File: src/rtl/inst_encoder.sv
// RV32 instruction encoder: packs R/Load/S/B fields into 32-bit words, queues them in a
// small FIFO and writes them to instruction memory at auto-incrementing word addresses.
module inst_encoder #(
    parameter int unsigned DEPTH     = 4,
    parameter int unsigned ADDR_W    = 8,
    parameter int unsigned BASE_ADDR = 0
) (
    input  logic                         clk,
    input  logic                         rst_n,
    input  logic                         in_valid,
    output logic                         in_ready,
    input  logic [6:0]                   op,
    input  logic [4:0]                   rs1,
    input  logic [4:0]                   rs2,
    input  logic [4:0]                   rd,
    input  logic [2:0]                   f3,
    input  logic [6:0]                   f7,
    input  logic [11:0]                  imm,
    input  logic                         addr_clr,
    output logic                         wr_en,
    output logic [ADDR_W-1:0]            wr_addr,
    output logic [31:0]                  wr_data,
    input  logic                         wr_ack,
    output logic [$clog2(DEPTH+1)-1:0]   count,
    output logic                         err
);

    localparam int unsigned CNT_W = $clog2(DEPTH + 1);
    localparam int unsigned PTR_W = $clog2(DEPTH);
    localparam logic [CNT_W-1:0]  DEPTH_C = CNT_W'(DEPTH);
    localparam logic [ADDR_W-1:0] BASE_C  = ADDR_W'(BASE_ADDR);

    localparam logic [6:0] OP_R    = 7'b0110011;
    localparam logic [6:0] OP_LOAD = 7'b0000011;
    localparam logic [6:0] OP_S    = 7'b0100011;
    localparam logic [6:0] OP_B    = 7'b1100011;

    typedef enum logic {
        ST_IDLE  = 1'b0,
        ST_WRITE = 1'b1
    } state_e;

    function automatic logic op_supported(input logic [6:0] a_op);
        logic ok;
        case (a_op)
            OP_R, OP_LOAD, OP_S, OP_B: ok = 1'b1;
            default:                   ok = 1'b0;
        endcase
        return ok;
    endfunction

    // Field placement mirrors the core decoder; the branch immediate is in decoder bit order.
    function automatic logic [31:0] encode(
        input logic [6:0]  a_op,
        input logic [4:0]  a_rs1,
        input logic [4:0]  a_rs2,
        input logic [4:0]  a_rd,
        input logic [2:0]  a_f3,
        input logic [6:0]  a_f7,
        input logic [11:0] a_imm
    );
        logic [31:0] w;
        case (a_op)
            OP_R:    w = {a_f7, a_rs2, a_rs1, a_f3, a_rd, a_op};
            OP_LOAD: w = {a_imm, a_rs1, a_f3, a_rd, a_op};
            OP_S:    w = {a_imm[11:5], a_rs2, a_rs1, a_f3, a_imm[4:0], a_op};
            OP_B:    w = {a_imm[11], a_imm[5:0], a_rs2, a_rs1, a_f3, a_imm[9:6], a_imm[10], a_op};
            default: w = 32'd0;
        endcase
        return w;
    endfunction

    state_e             state_q, state_d;
    logic [31:0]        mem_q [DEPTH];
    logic [31:0]        mem_d [DEPTH];
    logic [PTR_W-1:0]   wr_ptr_q, wr_ptr_d;
    logic [PTR_W-1:0]   rd_ptr_q, rd_ptr_d;
    logic [CNT_W-1:0]   count_q, count_d;
    logic [ADDR_W-1:0]  addr_q, addr_d;
    logic               err_q, err_d;

    logic               in_ready_s;
    logic               accept_s;
    logic               push_s;
    logic               pop_s;

    // Handshake decode and next-state computation for FIFO, address counter and error flag.
    always_comb begin
        in_ready_s = rst_n && (count_q < DEPTH_C);
        accept_s   = in_valid && in_ready_s;
        push_s     = accept_s && op_supported(op);
        pop_s      = (state_q == ST_WRITE) && wr_ack;

        mem_d    = mem_q;
        wr_ptr_d = wr_ptr_q;
        rd_ptr_d = rd_ptr_q;
        count_d  = count_q;
        addr_d   = addr_q;
        err_d    = err_q;
        state_d  = state_q;

        if (push_s) begin
            mem_d[wr_ptr_q] = encode(op, rs1, rs2, rd, f3, f7, imm);
            wr_ptr_d        = wr_ptr_q + PTR_W'(1);
        end else begin
            wr_ptr_d = wr_ptr_q;
        end

        if (pop_s) begin
            rd_ptr_d = rd_ptr_q + PTR_W'(1);
        end else begin
            rd_ptr_d = rd_ptr_q;
        end

        if (push_s && !pop_s) begin
            count_d = count_q + CNT_W'(1);
        end else if (pop_s && !push_s) begin
            count_d = count_q - CNT_W'(1);
        end else begin
            count_d = count_q;
        end

        // addr_clr takes priority; the acked write already went out on the old address.
        if (addr_clr) begin
            addr_d = BASE_C;
        end else if (pop_s) begin
            addr_d = addr_q + ADDR_W'(1);
        end else begin
            addr_d = addr_q;
        end

        if (accept_s && !op_supported(op)) begin
            err_d = 1'b1;
        end else if (addr_clr) begin
            err_d = 1'b0;
        end else begin
            err_d = err_q;
        end

        case (state_q)
            ST_IDLE: begin
                if (push_s) begin
                    state_d = ST_WRITE;
                end else begin
                    state_d = ST_IDLE;
                end
            end
            ST_WRITE: begin
                if (pop_s && !push_s && (count_q == CNT_W'(1))) begin
                    state_d = ST_IDLE;
                end else begin
                    state_d = ST_WRITE;
                end
            end
            default: state_d = ST_IDLE;
        endcase
    end

    // Control state register with synchronous active-low reset.
    always_ff @(posedge clk) begin
        if (!rst_n) begin
            state_q  <= ST_IDLE;
            wr_ptr_q <= PTR_W'(0);
            rd_ptr_q <= PTR_W'(0);
            count_q  <= CNT_W'(0);
            addr_q   <= BASE_C;
            err_q    <= 1'b0;
        end else begin
            state_q  <= state_d;
            wr_ptr_q <= wr_ptr_d;
            rd_ptr_q <= rd_ptr_d;
            count_q  <= count_d;
            addr_q   <= addr_d;
            err_q    <= err_d;
        end
    end

    // FIFO storage; contents are don't-care while the pointers mark it empty.
    always_ff @(posedge clk) begin
        mem_q <= mem_d;
    end

    // Output drive: data is forced to zero whenever no write is requested.
    always_comb begin
        in_ready = in_ready_s;
        wr_en    = (state_q == ST_WRITE);
        wr_addr  = addr_q;
        count    = count_q;
        err      = err_q;
        if (state_q == ST_WRITE) begin
            wr_data = mem_q[rd_ptr_q];
        end else begin
            wr_data = 32'd0;
        end
    end

endmodule

File: config.mk
export PLATFORM = sky130hd
export DESIGN_NAME = inst_encoder
export DESIGN_NICKNAME = d
export VERILOG_FILES = /design/src/rtl/inst_encoder.sv
export SDC_FILE = /design/constraint.sdc
export NUM_CORES = 1
export LEC_CHECK = 0
export BUFFER_PORTS_ARGS = -buffer_cell sky130_fd_sc_hd__buf_2
export CAP_MARGIN = 10
export CORE_MARGIN = 1
export CORE_UTILIZATION = 25
export CTS_CLUSTER_SIZE = 14
export DETAILED_ROUTE_END_ITERATION = 16
export GPL_TIMING_DRIVEN = 0
export PLACE_DENSITY_LB_ADDON = 0.12
export SYNTH_ARGS = -nofsm -noshare
export SYNTH_HDL_FRONTEND = slang
export SYNTH_SLANG_ARGS = --single-unit
File: constraint.sdc
create_clock -name clk -period 3.6 [get_ports clk]
set_clock_uncertainty 0.15 [all_clocks]
set_input_delay 0.54 -clock clk [delete_from_list [all_inputs] [get_ports clk]]
set_output_delay 0.54 -clock clk [all_outputs]
set_load 0.03 [all_outputs]
### Yosys cells after proc, flatten, opt, wreduce, memory -nomap -nowiden

Cells that the tools add are included.

* output and inout port bits: 46
* bits in writable memories: 0
* input port bits: 49
* memory bits (read-only): 0
* latch bits: 0
* logic and storage cells: 61
* bits in registers: 145
* memories kept: 0

* $mul: 0
* add/subtract/negate cells: 5
* muxes and demuxes: 17
* reductions and logical operators: 16
* divide/modulo/power cells: 0
* order comparisons: 4
* equality and inequality tests: 5
* bitwise operators: 4
* shift operators: 0

Operator list (count)
* $mux 32: 5
* $bwmux 128: 1
* $pmux 32 s4: 1
* $bmux 32 s2: 1
* $demux 32 s2: 1
* $eq 7x6->1 const B: 2
* $logic_and 1x1->1: 9
* $add 8x1->8 const B: 1
* $eq 7x2->1 const B: 1
* $eq 7x7->1 const B: 1
* $ge 3x3->1 const B: 2
* $mux 3: 2
* $not 2->3: 2
* $mux 1: 5
* $add 2x1->2 const B: 2
* $reduce_bool 2->1: 2
* $reduce_or 4->1: 1
* $add 3x1->3 const B: 1
* $eq 3x1->1 const B: 1
* $logic_not 1->1: 3
* $lt 3x1->1 const B: 1
* $lt 3x3->1 const B: 1
* $sub 3x1->3 const B: 1
* $not 1->1: 2
* other kinds (2): 2

### Longest topological paths before layout

* word-level depth: 9
* mapped depth: 8
* gate-level depth less buffers: 7

### Least setup slack after synthesis

No wires, ideal clock.

* path kind: input -> register
* start: input op[2]
* end: register mem_q[0] in the netlist's numbering (enable)
* path buffers: 1
* setup time: 0.392 ns
* data required time: 3.058 ns
* data arrival time: 2.164 ns
* cell stages on the path: 5
* slack: 0.894 ns
* cell sequence: nand4bb_1 > buf_2 > a2111o_2 > clkinv_2 > and2_1

* longest elaborated chain between the ends: 4

RTL lines
* from (decl): RTL line 12 `input logic [6:0] op,`
* $eq 7x6->1 (tied with other cells): RTL line 45 `case (a_op)`
* $reduce_or 4->1 *: RTL line 45
* $mux 1 *: RTL line 45
* $logic_and 1x1->1 *: RTL line 91 `push_s = accept_s && op_supported(op);`
* via push_s: RTL line 84 `logic push_s;`
* to (signal assigned): RTL line 180 `mem_q <= mem_d;`
* to (decl): RTL line 74 `logic [31:0] mem_q [DEPTH];`

Mark *: on every way through the listed nets, which the timed path passes. The rest lies on a longest branch.
A chain may end at the register's enable or synchronous reset.

### Worst setup path after layout

* start: register state_q, in the netlist wr_en
* end: output wr_data[27]

* longest elaborated chain between the ends: 1

RTL lines
* from (decl): RTL line 73 `state_e state_q, state_d;`
* from (signal assigned): RTL line 169 `state_q <= state_d;`
* $mux 32: RTL line 190 `if (state_q == ST_WRITE) begin`
* to (decl): RTL line 22 `output logic [31:0] wr_data,`

Every way passes these cells.

==> out/metrics.csv <==
stage;metric;value;unit
timing;fmax;335;MHz
final_layout;drive_gt1_frac;0.356;
synthesis;ys_seq_area_frac;0.661;
place;placement.io_buffers;93;
clocking;clockBufferDepth;2;
setup_path;arrival;2300;ps
synthesis;synth_cell_types;44;
global_routing;antenna_found_initial;0;
timing;finalSetupViolCount;0;
clocking;post_cts_buffers;0;
flow_run;maxCapViolations;0;
setup_path;cp.required;2910;ps
synthesis;muxShareOfSynthArea;0.119;
final_layout;layout_common_cells;128 x edfxtp_1, 103 x buf_2, 44 x and2_1, 32 x mux4_2;
final_layout;fin_nets;570;
outcome;status;finished, final reports clean;
synthesis;synth-compound-area-share;0.0486;
setup_path;end_kind;output pin;
hold_path;hp-class;in2reg;
synthesis;syn_avg_cell_area;16.3;µm²
clocking;cts_made_buffers;17;
clocking;postCtsHoldBufs;0;
drt;drtPass1Iterations;4;
final_layout;final_common_cell;edfxtp_1;
timing;tightest_slew;1090;ps
floorplanning;die_w;161;µm
pwr;report.power.total;3.54;mW
pwr;peakVddDrop;0.259;mV
floorplanning;initial_core_util;0.257;
clocking;cts_num_sinks;145;
pwr;power_leakage;2.77;nW
clocking;cts.repair.resized;0;
drt;drcViolationCount;0;
timing;slew_violations;0;
drt;vias;3774;
floorplanning;die-area;26000;µm²
synthesis;synthAdderAreaFrac;0.0198;
global_routing;track_usage;0.124;
floorplanning;fp.dieH;161;µm
clocking;root_buffer;clkbuf_16;
final_layout;multiInputGateArea;2020;µm²
clocking;clock_latency;410;ps
global_routing;overflow;0;
timing;grt_setup_unrepaired;no;
final_layout;fin_cells;847;
setup_path;startpoint_type;flop;
timing;slew_headroom;0.271;
synthesis;yosysWarningCount;0;
timing;period_share;0.829;
final_layout;area_delta_synth_final;24.1;%
drt;vias_per_cell;4.46;
global_routing;grt_pass1_wl;23400;µm
clocking;cts_tree;done;
drt;finalWirelength;15300;µm
floorplanning;ioPinCount;95;
timing;finalHoldViolCount;0;
synthesis;synth_area;6330;µm²
final_layout;design_area;7860;µm²
final_layout;fillCellCount;2437;
clocking;htreeDepth;4;
global_routing;first_global_vias;3902;
timing;hold_ws;265;ps
synthesis;syn-instance-count;388;
synthesis;synth_top_family_by_area;multiplexers;
final_layout;seqCellArea;4180;µm²
pwr;power_density;450;nW/µm²
place;placed_area;7310;µm²
drt;ant_nets;0;
setup_path;path_max_fanout;10;
synthesis;synth_xor_area_frac;0.00968;
final_layout;antenna_cells;0;
global_routing;grt_max_degree;30;
place;place.gp.congestion;0.822;
synthesis;synth_simple_gate_area_frac;0.117;
timing;fin_crit;2990;ps
drt;wl_per_cell;18.1;µm
synthesis;ys_ff_latch;145;
floorplanning;fp.coreArea;24600;µm²
drt;drtIter0Drc;273;
floorplanning;num_rows;57;
clocking;path_clk_slew;60;ps
place;dp_hpwl;10300;µm
place;dp.cells;816;
setup_path;critical_path_class;reg2out;
==> final timing paths <==
kind                              start                     to  slack (ps)  cells after the start
hold reg to reg        err$_SDFFE_PN0P_       err$_SDFFE_PN0P_         310                      2
setup reg to reg  count[2]$_SDFFE_PN0P_  count[2]$_SDFFE_PN0P_        1320                      5
setup / recovery       wr_en$_SDFF_PN0_            wr_data[27]         610                      4
hold / removal                 addr_clr       err$_SDFFE_PN0P_         260                      4
==> registers in the layout, indices dropped and copies added (netlist names) <==
name      flops
count         3
err           1
mem_q       128
rd_ptr_q      2
wr_addr       8
wr_en         1
wr_ptr_q      2
==> Yosys cell counts <==
library cell,instances,area share
nor3_1,2,0.0016
a211oi_2,1,0.0020
nor4b_1,11,0.015
or4_1,2,0.0024
xnor2_1,3,0.0042
clkinv_2,1,0.00079
buf_6,3,0.0053
buf_2,10,0.0079
buf_4,1,0.0012
nand3b_1,2,0.0024
or3b_2,3,0.0042
nand4b_1,1,0.0014
o21ai_0,7,0.0055
nor2b_1,4,0.0040
conb_1,1,0.00059
clkbuf_1,8,0.0047
a221o_1,11,0.017
buf_1,1,0.00059
or3b_1,2,0.0028
edfxtp_1,128,0.61
a211oi_1,1,0.0012
ha_1,10,0.020
mux4_2,32,0.11
inv_1,8,0.0047
mux2i_1,3,0.0047
nand2b_1,1,0.00099
xor2_1,4,0.0055
a2111o_2,1,0.0020
nand2b_4,1,0.0022
or3_1,4,0.0040
a21boi_0,1,0.0012
nor3_2,2,0.0032
o31ai_1,2,0.0024
nand4bb_1,1,0.0018
a21oi_1,12,0.0095
nand4_4,1,0.0034
nand2_1,17,0.010
and3_1,2,0.0020
dfxtp_1,17,0.054
nor2_1,7,0.0042
o21a_1,5,0.0059
nand3_1,5,0.0040
and2_1,48,0.047
o211a_1,1,0.0016
==> critical path: stages, from the launching register on <==
cell,delay [ps]
dfxtp_1,450
clkbuf_1,370
clkbuf_1,550
and2_1,300
buf_2,220
==> cells by family (layout without fill, tap and decap cells) <==
family                   Yosys count  count (layout)
flip-flops                       145             145
AND/OR/NAND/NOR                  116             116
AO/OA/AOI/OAI                     42              42
multiplexers                      35              35
buffers and inverters             32             160
adder cells (fa/ha/maj)           10              10
XOR/XNOR                           7               7
other                              1               8
==> power breakdown <==
| part | switching, mW | internal, mW |
|---|---|---|
| combinational | 0.0581 | 0.0414 |
| clock | 0.682 | 0.944 |
| sequential | 0.00138 | 1.81 |
| total | 0.741 | 2.80 |
==> area by class of cell <==
cell class	instances	area share
Sequential cell	145	0.532
Multi-Input combinational cell	218	0.257
Tap cell	324	0.0516
Clock inverter	13	0.0146
Timing Repair Buffer	97	0.0694
Clock buffer	18	0.0546
Buffer	23	0.0159
Inverter	9	0.00446
==> routing by layer <==
| metal | up-vias | share of wire | GRT usage |
|---|---|---|---|
| li1 | 1751 | - | - |
| met1 | 1904 | 0.47 | 0.166 |
| met2 | 109 | 0.47 | 0.193 |
| met3 | 10 | 0.053 | 0.0354 |
| met4 | 0 | 0.0093 | 0.0373 |
| met5 | - | 0 | 0 |
==> per-stage QoR <==
step | setup TNS (ps) | setup slack (ps) | utilization
2_1_floorplan | 0 | 894 | -
3_3_place_gp | -13200 | -115 | 0.294
3_5_place_dp | 0 | 958 | 0.297
4_1_cts | 0 | 537 | 0.319
5_1_grt | 0 | 445 | 0.319
6_report | 0 | 614 | 0.319
Note: power is estimated with default switching activity, not from simulation.
